File: config.mk
export PLATFORM = sky130hd
export DESIGN_NAME = apb_req_arb
export DESIGN_NICKNAME = d
export VERILOG_FILES = /design/src/rtl/apb_req_arb.sv
export SDC_FILE = /design/constraint.sdc
export NUM_CORES = 1
export LEC_CHECK = 0
export BUFFER_PORTS_ARGS = -buffer_cell sky130_fd_sc_hd__buf_2
export CORE_MARGIN = 2
export CORE_UTILIZATION = 35
export CTS_CLUSTER_SIZE = 30
export DETAILED_ROUTE_END_ITERATION = 10
export HOLD_SLACK_MARGIN = 0.06
export PLACE_DENSITY = 0.74
export SETUP_SLACK_MARGIN = 0.5
export SLEW_MARGIN = 20
export SYNTH_ARGS = -nofsm -noshare
export SYNTH_HDL_FRONTEND = slang
export SYNTH_SLANG_ARGS = --single-unit
File: constraint.sdc
create_clock -name pclk -period 2.2 [get_ports pclk]
set_input_delay 0.22 -clock pclk [delete_from_list [all_inputs] [get_ports pclk]]
set_output_delay 0.22 -clock pclk [all_outputs]
set_load 0.005 [all_outputs]
File: src/rtl/apb_req_arb.sv
// apb_req_arb: round-robin arbiter sharing one req/ack bridge between N
// requesters. Adds locked bursts bounded by MAX_BURST and a GRANT watchdog
// that aborts a transfer the bridge never acknowledges.
module apb_req_arb #(
    parameter int N         = 4,
    parameter int AW        = 16,
    parameter int DW        = 16,
    parameter int MAX_BURST = 4,
    parameter int TIMEOUT   = 1024
) (
    input  logic            pclk,
    input  logic            preset,
    input  logic [N-1:0]    req,
    input  logic [N-1:0]    wr_req,
    input  logic [N-1:0]    lock,
    input  logic [N*AW-1:0] addr_req,
    input  logic [N*DW-1:0] data_send,
    output logic [N-1:0]    ack,
    output logic [N-1:0]    err,
    output logic [N-1:0]    grant,
    output logic [DW-1:0]   data_reciv,
    output logic            m_req,
    output logic            m_wr_req,
    output logic [AW-1:0]   m_addr_req,
    output logic [DW-1:0]   m_data_send,
    input  logic [DW-1:0]   m_data_reciv,
    input  logic            m_ack,
    input  logic            m_complete
);

    localparam int LW  = $clog2(N);
    localparam int BCW = (MAX_BURST > 32'sd1) ? $clog2(MAX_BURST) : 32'sd1;
    localparam int WDW = (TIMEOUT > 32'sd1) ? $clog2(TIMEOUT) : 32'sd1;
    localparam bit WD_EN = (TIMEOUT != 32'sd0);
    localparam logic [BCW-1:0] BURST_LAST = BCW'(MAX_BURST - 32'sd1);
    localparam logic [WDW-1:0] WD_LAST    = WDW'(TIMEOUT - 32'sd1);

    typedef enum logic [1:0] {
        ST_IDLE    = 2'd0,
        ST_GRANT   = 2'd1,
        ST_RELEASE = 2'd2
    } state_t;

    state_t          state_r, state_s;
    logic [N-1:0]    grant_r, grant_s;
    logic [N-1:0]    ack_r, ack_s;
    logic [N-1:0]    err_r, err_s;
    logic [DW-1:0]   data_reciv_r, data_reciv_s;
    logic            m_req_r, m_req_s;
    logic            m_wr_req_r, m_wr_req_s;
    logic [AW-1:0]   m_addr_r, m_addr_s;
    logic [DW-1:0]   m_data_r, m_data_s;
    logic [LW-1:0]   last_r, last_s;
    logic            owned_r, owned_s;   // a previous owner exists since reset
    logic [BCW-1:0]  burst_cnt_r, burst_cnt_s;
    logic [WDW-1:0]  wdog_r, wdog_s;

    logic [AW-1:0]   addr_arr_s [N];
    logic [DW-1:0]   data_arr_s [N];
    logic [LW-1:0]   cand_s     [N];
    logic            rr_found_s;
    logic [LW-1:0]   rr_idx_s;
    logic            lock_cont_s;
    logic [LW-1:0]   win_s;
    logic            timeout_s;

    // Unpack the flattened request buses and the round-robin search order.
    always_comb begin
        for (int i = 32'sd0; i < N; i++) begin
            addr_arr_s[i] = addr_req[i*AW +: AW];
            data_arr_s[i] = data_send[i*DW +: DW];
            cand_s[i]     = LW'((int'(last_r) + i + 32'sd1) % N);
        end
    end

    // Winner: locked continuation of the previous owner, else first requester after last.
    always_comb begin
        rr_found_s = 1'b0;
        rr_idx_s   = '0;
        for (int i = 32'sd0; i < N; i++) begin
            if (!rr_found_s && req[cand_s[i]]) begin
                rr_found_s = 1'b1;
                rr_idx_s   = cand_s[i];
            end else begin
                rr_found_s = rr_found_s;
            end
        end
        lock_cont_s = owned_r && lock[last_r] && req[last_r] && (burst_cnt_r < BURST_LAST);
        if (lock_cont_s) begin
            win_s = last_r;
        end else begin
            win_s = rr_idx_s;
        end
        timeout_s = WD_EN && (wdog_r == WD_LAST);
    end

    // Next-state and next-output logic; every output is registered below.
    always_comb begin
        state_s      = state_r;
        grant_s      = grant_r;
        ack_s        = '0;
        err_s        = '0;
        data_reciv_s = data_reciv_r;
        m_req_s      = m_req_r;
        m_wr_req_s   = m_wr_req_r;
        m_addr_s     = m_addr_r;
        m_data_s     = m_data_r;
        last_s       = last_r;
        owned_s      = owned_r;
        burst_cnt_s  = burst_cnt_r;
        wdog_s       = wdog_r;
        case (state_r)
            ST_IDLE: begin
                if ((|req) && m_complete) begin
                    state_s    = ST_GRANT;
                    grant_s    = {{(N-1){1'b0}}, 1'b1} << win_s;
                    m_req_s    = 1'b1;
                    m_wr_req_s = wr_req[win_s];
                    m_addr_s   = addr_arr_s[win_s];
                    m_data_s   = data_arr_s[win_s];
                    last_s     = win_s;
                    owned_s    = 1'b1;
                    wdog_s     = '0;
                    if (lock_cont_s) begin
                        burst_cnt_s = burst_cnt_r + 1'b1;
                    end else begin
                        burst_cnt_s = '0;
                    end
                end else begin
                    state_s = ST_IDLE;
                end
            end
            ST_GRANT: begin
                if (m_ack) begin
                    // A real ack beats a watchdog expiry in the same cycle.
                    state_s      = ST_RELEASE;
                    ack_s        = grant_r;
                    data_reciv_s = m_data_reciv;
                    m_req_s      = 1'b0;
                end else if (timeout_s) begin
                    state_s = ST_RELEASE;
                    err_s   = grant_r;
                    m_req_s = 1'b0;
                end else begin
                    wdog_s = wdog_r + 1'b1;
                end
            end
            ST_RELEASE: begin
                if (m_complete) begin
                    state_s = ST_IDLE;
                    grant_s = '0;
                end else begin
                    state_s = ST_RELEASE;
                end
            end
            default: begin
                state_s = ST_IDLE;
                grant_s = '0;
                m_req_s = 1'b0;
            end
        endcase
    end

    // State and output registers with synchronous reset.
    always_ff @(posedge pclk) begin
        if (preset) begin
            state_r      <= ST_IDLE;
            grant_r      <= '0;
            ack_r        <= '0;
            err_r        <= '0;
            data_reciv_r <= '0;
            m_req_r      <= 1'b0;
            m_wr_req_r   <= 1'b0;
            m_addr_r     <= '0;
            m_data_r     <= '0;
            last_r       <= LW'(N - 32'sd1);
            owned_r      <= 1'b0;
            burst_cnt_r  <= '0;
            wdog_r       <= '0;
        end else begin
            state_r      <= state_s;
            grant_r      <= grant_s;
            ack_r        <= ack_s;
            err_r        <= err_s;
            data_reciv_r <= data_reciv_s;
            m_req_r      <= m_req_s;
            m_wr_req_r   <= m_wr_req_s;
            m_addr_r     <= m_addr_s;
            m_data_r     <= m_data_s;
            last_r       <= last_s;
            owned_r      <= owned_s;
            burst_cnt_r  <= burst_cnt_s;
            wdog_r       <= wdog_s;
        end
    end

    assign ack         = ack_r;
    assign err         = err_r;
    assign grant       = grant_r;
    assign data_reciv  = data_reciv_r;
    assign m_req       = m_req_r;
    assign m_wr_req    = m_wr_req_r;
    assign m_addr_req  = m_addr_r;
    assign m_data_send = m_data_r;

endmodule

==> run_results.csv, run 1 <==
group,metric,value,unit
run_status,status,"finished with violations",
run_status,violations,"setup timing",
synthesis,synth-edff-count,0,
worst_setup_path,slowest_stage,"mux4_2",
routing,finalWirelength,13400,um
worst_setup_path,cp.required,2440,ps
finish,stdcell_count,777,
placement,post-dp-hpwl,9420,um
worst_setup_path,max_stage_delay,500,ps
worst_setup_path,critPathArrivalTime,2780,ps
pwr,powerDensity,707,nW/um^2
global_route,grt_remaining_overflow,0,
synthesis,synthTopCellsByCount,"dfxtp_1, nand2_1, nor2_1",
clock_network,clock-sinks,79,
synthesis,synthArstFlopShare,0,%
sta,setup_viol,39,
routing,route.detailed.drc,0,
clock_network,htree_levels,3,
sta,rsz0062_at_grt,"true",
placement,io_buffers,221,
placement,dp_cells,730,
placement,place_congestion,0.791,
global_route,grt_use_total,20.4,%
flow_run,cap_violations,0,
sta,worst_pin_slew,562,ps
clock_network,clk_path_buf_depth,2,
routing,drt-wirelength-per-cell,17.3,um
pwr,p_int,3.04,mW
synthesis,synth_most_common_cell,"dfxtp_1",
global_route,grt_pass1_wl,19000,um
synthesis,synth_ff_type,"dfxtp_1",
sta,fin_crit,2540,ps
pwr,switching_power,1.30,mW
floorplanning,ioPinCount,222,
sta,setup-tns-final,-10730,ps
floorplanning,start_util,35.9,%
global_route,grt_pass1_vias,3979,
finish,diodes,0,
finish,nNetsFinal,794,
floorplanning,rows,38,
worst_setup_path,crit_family,"compound AO/OA/AOI/OAI gates",
worst_setup_path,crit_fanout,6,
synthesis,yosys.area.top_type_share,40.6,%
synthesis,ys_ff_latch,79,
floorplanning,die_w,109,um
routing,viasPerCell,5.18,
routing,vias,4024,
routing,drt_iter0_drc,275,
clock_network,cts_hold_buf,0,
clock_network,cts_buffers,9,
clock_network,root_buffer,"clkbuf_8",
pwr,seqPwrFrac,37.5,%
sta,hold_viol,0,
sta,fin_skew,13.9,ps
finish,area_growth,57.6,%
clock_network,cts.clk_slew.worst_paths,80,ps
floorplanning,coreArea,10800,um^2
synthesis,synth_area_per_cell,10.5,um^2
synthesis,yosysSeqAreaShare,40.6,%
finish,nFillCells,916,
pwr,p_sw_share,30.0,%
pwr,ir_worst_vdd,0.327,mV
pwr,power_frac_comb,37.8,%
synthesis,synth_area_leaders,"dfxtp_1, mux4_2, mux2i_1",
routing,first_pass_iters,4,
sta,min_period_over_period,116,%
clock_network,cts_tree,"done",
worst_hold_path,holdCritPathClass,"in2reg",
synthesis,yosys_warnings,0,
worst_setup_path,critPathKind,"reg2reg",
sta,maxSlewHeadroom,62.6,%
clock_network,clock_latency,350,ps
finish,drive_gt1_share,60.3,%
sta,final_max_slew_viol_count,0,
finish,final_util,56.6,%
sta,setup_slack,-343,ps
synthesis,syn_nets,533,
pwr,p_clk_share,24.6,%
global_route,antenna_found_initial,0,
synthesis,synth.distinct_cells,51,
worst_setup_path,endpoint_kind,"flop",
pwr,p_leak,2.85,nW
synthesis,synth_top_area_cell,"dfxtp_1",
sta,max_freq,393,MHz
floorplanning,die_y,109,um
global_route,grt_max_degree,25,
finish,multiInputGateArea,2350,um^2
worst_setup_path,path_buf_inv,3,
worst_setup_path,crit_chain,"mux2i_2 -> o22ai_2 -> buf_4 -> a211o_1 -> a32oi_4 -> buf_6 -> clkbuf_16 -> mux4_2 -> a22o_1",
floorplanning,die-area,12000,um^2
finish,regArea,1610,um^2
routing,drtAntennaViolNets,0,
synthesis,synthCells,371,
synthesis,syn-cell-area,3890,um^2
worst_setup_path,critPathLaunchType,"flop",
-- cell usage in the layout (no fill, tap or decap), types with 6 or more instances in the layout --
master,count
dfxtp_1,67
nor3b_1,6
nor2_1,21
buf_6,10
a21oi_1,20
nand2_1,41
clkbuf_8,12
buf_12,6
dfxtp_2,8
mux2i_1,9
buf_2,221
inv_1,6
o21ai_1,6
buf_4,35
mux4_2,24
a22o_1,23
mux2i_2,12
-- metal layers --
metal / wire [um] / part of all wire (%) / global-route usage, %
met2: 7050 / 53 / 37.7
met1: 4840 / 36 / 21.5
met4: 313 / 2.3 / 7.96
met3: 1200 / 8.9 / 6.11
met5: 0 / 0 / 0
-- worst register-to-register path: cells and delay by family, from the launching register on --
family / cells / cell delay, ps
AO/OA/AOI/OAI: 4 / 820
multiplexers: 2 / 740
buffers and inverters: 3 / 480
flip-flops: 1 / 400
-- through the flow --
stage	worst slack, ps	total power [mW]	hold slack, ps	area (um^2)
final	-343	4.34	106	6140
after global routing	-390	4.53	97.3	6140
after CTS	-331	4.22	95.4	5920
after detailed placement	-374	2.83	449	5280
after global placement	-259	2.79	440	5280
after floorplan	-234	2.45	356	3940
-- state kept, by name, summed over array words and instances (netlist names) --
name         flops
m_data_send     16
grant            4
last_r           2
m_wr_req         1
state_r          2
wdog_r          10
m_addr_req      16
m_req            1
ack              4
data_reciv      16
burst_cnt_r      2
owned_r          1
err              4
-- power groups by stage --
stage / clock network (mW) / logic (mW) / registers (mW)
floorplan: 0 / 0.808 / 1.65
global placement: 0 / 1.14 / 1.65
detailed placement: 0 / 1.18 / 1.65
CTS: 1.08 / 1.51 / 1.62
global route: 1.15 / 1.74 / 1.64
finish: 1.07 / 1.64 / 1.63
-- cell families after synthesis --
logic type,Yosys count,synth area share (%)
muxes,47,19.8
xor gates and xnor gates,7,1.57
AOI/OAI and AO/OA,91,17.7
adders and majority gates,2,0.643
buffers and inverters,36,6.04
and+or+nand+nor,109,13.7
DFF,79,40.6
-- final timing paths --
path,startpoint,to,slack [ps],depth (start not counted)
worst max register to register,last_r[0],m_addr_req[5],-340,9
worst min-delay path,m_data_reciv[6],data_reciv[6],110,3
worst min register to register,data_reciv[6],data_reciv[6],460,2
worst max-delay path,last_r[0],m_addr_req[5],-340,9
-- repair_timing --
item	CTS	global route
buffers inserted	21	4
gates resized for setup	45	32
pin swaps	15	18
endpoints found under the setup margin	52	50
gates cloned	4	2
-- area by class of cell --
class | count | share of cell area, %
clock buffers | 13 | 2.75
flip-flops and latches | 79 | 26.2
inverters | 6 | 0.367
clock inverters | 3 | 0.387
repair buffers | 280 | 29.2
well taps | 140 | 2.85
multi-input cells | 256 | 38.3
No activity file was read; power rests on OpenSTA's default activity.
==> run 2, diff against run 1 <==
--- a/config.mk
+++ b/config.mk
@@ -17,3 +17,4 @@
 export SYNTH_ARGS = -nofsm -noshare
 export SYNTH_HDL_FRONTEND = slang
 export SYNTH_SLANG_ARGS = --single-unit
+export TNS_END_PERCENT = 50
==> run 2 against run 1 <==
- the flow still finishes with violations (setup timing)
- cell area down 7.3%
- core utilization down 4.1 points
- clock skew up 3.2 ps
- sequential cell count unchanged
- critical path type unchanged
==> run_results.csv, run 2 (synthesized netlist as in run 1, its figures left out) <==
group,metric,value,unit
flow_run,cap_violations,0,
global_route,grt_max_degree,25,
finish,multiInputGateArea,2160,um^2
routing,drt_iter0_drc,236,
clock_network,cts_hold_buf,0,
floorplanning,start_util,35.9,%
floorplanning,die_w,109,um
clock_network,clock_latency,360,ps
finish,area_growth,46.1,%
sta,rsz0062_at_grt,"true",
sta,setup_slack,-320,ps
worst_setup_path,cp.required,2450,ps
routing,route.detailed.drc,0,
sta,hold_viol,0,
clock_network,cts_tree,"done",
floorplanning,rows,38,
placement,dp_cells,733,
routing,drtAntennaViolNets,0,
global_route,grt_remaining_overflow,0,
global_route,grt_pass1_wl,17700,um
placement,place_congestion,0.815,
floorplanning,coreArea,10800,um^2
finish,nFillCells,966,
worst_setup_path,crit_path_start,"last_r[0]",
clock_network,clock-sinks,79,
floorplanning,die-area,12000,um^2
clock_network,htree_levels,3,
worst_setup_path,crit_fanout,7,
worst_setup_path,critPathKind,"reg2reg",
worst_setup_path,critPathLaunchType,"flop",
run_status,status,"finished with violations",
global_route,antenna_found_initial,1,
placement,io_buffers,221,
global_route,grt_use_total,18.9,%
finish,regArea,1590,um^2
worst_setup_path,critPathArrivalTime,2770,ps
clock_network,cts_buffers,9,
clock_network,root_buffer,"clkbuf_8",
finish,drive_gt1_share,53.4,%
routing,first_pass_iters,4,
finish,layout_common_cells,"buf_2, dfxtp_1, nand2_1",
pwr,p_leak,2.68,nW
sta,setup-tns-final,-8540,ps
routing,viasPerCell,5.14,
worst_hold_path,hp-start,"m_data_reciv[9]",
sta,worst_pin_slew,533,ps
floorplanning,die_y,109,um
floorplanning,ioPinCount,222,
sta,maxSlewHeadroom,64.5,%
finish,diodes,0,
finish,final_common_cell,"buf_2",
routing,drt-wirelength-per-cell,16.1,um
sta,setup_viol,34,
run_status,violations,"setup timing",
sta,min_period_over_period,115,%
finish,nNetsFinal,772,
sta,max_freq,397,MHz
sta,fin_crit,2520,ps
clock_network,clk_path_buf_depth,2,
placement,post-dp-hpwl,9170,um
worst_hold_path,holdCritPathClass,"in2reg",
finish,stdcell_count,754,
sta,fin_skew,17.1,ps
routing,finalWirelength,12100,um
clock_network,cts.clk_slew.worst_paths,90,ps
pwr,powerDensity,747,nW/um^2
routing,vias,3872,
pwr,ir_worst_vdd,0.424,mV
worst_setup_path,endpoint_kind,"flop",
global_route,grt_pass1_vias,3749,
sta,whs,86.6,ps
worst_setup_path,reg2reg_from,"last_r[0]",
sta,final_max_slew_viol_count,0,
## run 2: changes by cell type in the layout (fill, tap and decap cells not counted), moves of 5 or more
cell / change
mux2i_1: +13
mux2i_2: -11
buf_4: -10
a2bb2oi_1: +5
a2bb2oi_2: -5
buf_6: -5
## run 2: cell type report
cell class                 instances  share of cell area [%]
clock inverter                     5                    1.89
clock buffer                      10                    2.24
timing repair buffer             258                    26.5
sequential                        79                    28.0
inverter                           6                   0.396
multi-input combinational        256                    37.9
tap                              140                    3.08
## run 2: path summary, 6_finish.rpt
path,slack (ps),end,cells past startpoint
setup / recovery,-320,m_addr_req[15],8
hold / removal,90,data_reciv[9],3
setup reg to reg,-320,m_addr_req[15],8
hold reg to reg,460,data_reciv[10],2
## run 2: worst max-delay path: stages, from the launching register on
cell and delay, ps:
dfxtp_2 410, mux2i_1 310, o22ai_4 130, a211o_1 310, a32oi_4 240, buf_6 170, clkbuf_16 160, mux4_2 500
a22o_1 190
## run 2: power breakdown
| group | total [mW] | internal (mW) | switching [mW] |
|---|---|---|---|
| clock | 1.30 | 0.752 | 0.548 |
| combinational | 1.33 | 0.767 | 0.559 |
| sequential | 1.62 | 1.55 | 0.0756 |
| total | 4.25 | 3.07 | 1.18 |
## run 2: repair_timing
action | CTS | global route
setup endpoints to repair | 53 | 53
resized for setup | 8 | 18
setup buffers | 2 | 1
pin swaps | 4 | 7
gates cloned | 1 | 2
## run 2: per-layer routing
metal	GRT usage [%]	share of wire, %
met2	36.2	51
met1	19.9	38
met5	0	0.11
met3	5.51	8.6
met4	5.70	1.7
## run 2: metrics by stage
step	util [%]	setup slack (ps)	area [um^2]	total power, mW
floorplan	-	-237	3900	2.45
global placement	48.5	-246	5260	2.79
detailed placement	48.5	-355	5260	2.83
CTS	51.3	-333	5560	4.20
global route	52.5	-419	5690	4.45
finish	52.5	-320	5690	4.25
==> run 3, diff against run 2 <==
--- a/config.mk
+++ b/config.mk
@@ -6,12 +6,14 @@
 export NUM_CORES = 1
 export LEC_CHECK = 0
 export BUFFER_PORTS_ARGS = -buffer_cell sky130_fd_sc_hd__buf_2
+export CELL_PAD_IN_SITES_DETAIL_PLACEMENT = 0
+export CELL_PAD_IN_SITES_GLOBAL_PLACEMENT = 2
 export CORE_MARGIN = 2
-export CORE_UTILIZATION = 35
+export CORE_UTILIZATION = 23
 export CTS_CLUSTER_SIZE = 30
 export DETAILED_ROUTE_END_ITERATION = 10
 export HOLD_SLACK_MARGIN = 0.06
-export PLACE_DENSITY = 0.74
+export PLACE_DENSITY_LB_ADDON = 0.15
 export SETUP_SLACK_MARGIN = 0.5
 export SLEW_MARGIN = 20
 export SYNTH_ARGS = -nofsm -noshare
==> run 3 against run 2 <==
- the run still ends with setup timing left
- final cell count increased by 11%
- global-route usage is 4.6 points lower
- hold slack improved by 27 ps
- clock-buffer cell count is 2 higher
- non-clock buffer count is 1 lower
- total power grew 8.4%
- sequential share of layout area decreased by 1.1 points
- core utilization shrank 17 points
- largest power group is now the clock network
- highest routed layer is now met4
==> run_results.csv, run 3 (synthesized netlist as in run 1, its figures left out) <==
group,metric,value,unit
routing,finalWirelength,13500,um
clock_network,root_buffer,"clkbuf_16",
clock_network,clock_latency,340,ps
sta,setup_viol,38,
global_route,grt_remaining_overflow,0,
placement,post-dp-hpwl,10200,um
worst_setup_path,r2r_setup_slack,-330,ps
pwr,p_leak,2.73,nW
floorplanning,coreArea,16600,um^2
sta,setup-tns-final,-9540,ps
sta,setup_slack,-332,ps
floorplanning,ioPinCount,222,
worst_setup_path,cp.required,2430,ps
global_route,grt_use_total,14.3,%
floorplanning,die_w,134,um
sta,maxSlewHeadroom,59.0,%
worst_setup_path,slowest_stage,"mux4_2",
clock_network,htree_levels,3,
worst_setup_path,crit_end,"m_addr_req[9]",
clock_network,clk_path_buf_depth,2,
global_route,grt_pass1_vias,3779,
routing,viasPerCell,4.57,
sta,max_freq,395,MHz
clock_network,clock-sinks,79,
worst_setup_path,critPathKind,"reg2reg",
sta,hold_viol,0,
sta,fin_crit,2530,ps
pwr,ir_worst_vdd,0.379,mV
finish,final_common_cell,"buf_2",
global_route,grt_pass1_wl,20200,um
finish,diodes,0,
global_route,antenna_found_initial,0,
finish,multiInputGateArea,2200,um^2
placement,place_congestion,0.759,
finish,layout_common_cells,"buf_2, dfxtp_1, nand2_1",
sta,rsz0062_at_grt,"true",
sta,fin_skew,9.23,ps
routing,first_pass_iters,4,
placement,io_buffers,221,
worst_setup_path,critPathArrivalTime,2760,ps
routing,drtAntennaViolNets,0,
finish,area_growth,51.9,%
floorplanning,start_util,23.5,%
finish,nNetsFinal,771,
worst_setup_path,critPathLaunchType,"flop",
finish,nFillCells,1734,
floorplanning,die-area,18000,um^2
worst_setup_path,crit_fanout,6,
clock_network,cts_buffers,9,
worst_setup_path,r2r_end,"m_addr_req[9]",
worst_setup_path,crit_chain,"ha_2 -> or3b_1 -> o22ai_2 -> o211ai_1 -> a32oi_4 -> buf_12 -> clkbuf_16 -> mux4_2 -> a22o_1",
worst_setup_path,reg2reg_from,"burst_cnt_r[0]",
worst_hold_path,holdCritPathClass,"in2reg",
run_status,status,"finished with violations",
run_status,violations,"setup timing",
clock_network,cts_tree,"done",
worst_setup_path,endpoint_kind,"flop",
clock_network,cts.clk_slew.worst_paths,60,ps
worst_setup_path,crit_path_start,"burst_cnt_r[0]",
finish,regArea,1590,um^2
pwr,powerDensity,779,nW/um^2
finish,final_util,35.7,%
sta,worst_pin_slew,615,ps
sta,whs,113,ps
routing,drt-wirelength-per-cell,16.2,um
worst_setup_path,max_stage_delay,500,ps
sta,min_period_over_period,115,%
worst_setup_path,rr_worst_depth,9,
global_route,grt_max_degree,26,
finish,drive_gt1_share,54.4,%
floorplanning,rows,47,
routing,vias,3814,
routing,route.detailed.drc,0,
flow_run,cap_violations,0,
clock_network,cts_hold_buf,0,
floorplanning,die_y,134,um
routing,drt_iter0_drc,102,
sta,final_max_slew_viol_count,0,
[run 3: what timing repair did]
item | CTS | global route
gates resized for setup | 12 | 18
pin swaps | 2 | 10
cloned | 0 | 2
setup buffers | 0 | 3
endpoints found under the setup margin | 52 | 54
[run 3: worst min path at each step]
stage	slack, ps	to	cells after the start	start
global placement	440	data_reciv[3]	2	data_reciv[3]
floorplan	360	data_reciv[0]	2	m_data_reciv[0]
global route	100	data_reciv[10]	3	m_data_reciv[10]
detailed placement	440	data_reciv[3]	2	data_reciv[3]
finish	110	data_reciv[0]	3	m_data_reciv[0]
CTS	100	data_reciv[3]	3	m_data_reciv[3]
[run 3: metrics by stage]
stage | cell area, um^2 | std cells | setup slack (ps) | total power, mW
after floorplan | 3900 | 371 | -237 | 2.45
after global placement | 5380 | 813 | -305 | 2.85
after detailed placement | 5380 | 813 | -376 | 2.86
after CTS | 5760 | 829 | -330 | 4.59
after global routing | 5910 | 834 | -416 | 4.86
final | 5910 | 834 | -332 | 4.60
[run 3: worst max-delay path: cells and delay by family, from the launching register on]
kind	cells	cell delay, ps
muxes	1	500
buffers and inverters	2	300
adders and majority gates	1	170
and+or+nand+nor	1	380
AOI/OAI and AO/OA	4	750
DFF	1	320
[run 3: power by group]
| part | leakage [nW] | total [mW] | internal (mW) | switching (mW) |
|---|---|---|---|---|
| Clock | 0.163 | 1.67 | 1.06 | 0.607 |
| Sequential | 0.646 | 1.63 | 1.55 | 0.0770 |
| Combinational | 1.92 | 1.31 | 0.749 | 0.561 |
| Total | 2.73 | 4.60 | 3.36 | 1.24 |
[run 3: area by class of cell]
class / instances / area share, %
Clock buffer: 12 / 4.34
Clock inverter: 4 / 1.31
Inverter: 6 / 0.381
Multi-Input combinational cell: 256 / 37.2
Sequential cell: 79 / 26.9
Tap cell: 220 / 4.66
Timing Repair Buffer: 257 / 25.2
[run 3: metal layers]
| layer | wire length, um | track usage [%] | vias to the layer above |
|---|---|---|---|
| met4 | 171 | 4.33 | 0 |
| li1 | - | - | 1861 |
| met2 | 6380 | 24.5 | 166 |
| met1 | 5810 | 17.3 | 1774 |
| met5 | 0 | 0 | - |
| met3 | 1150 | 4.57 | 13 |
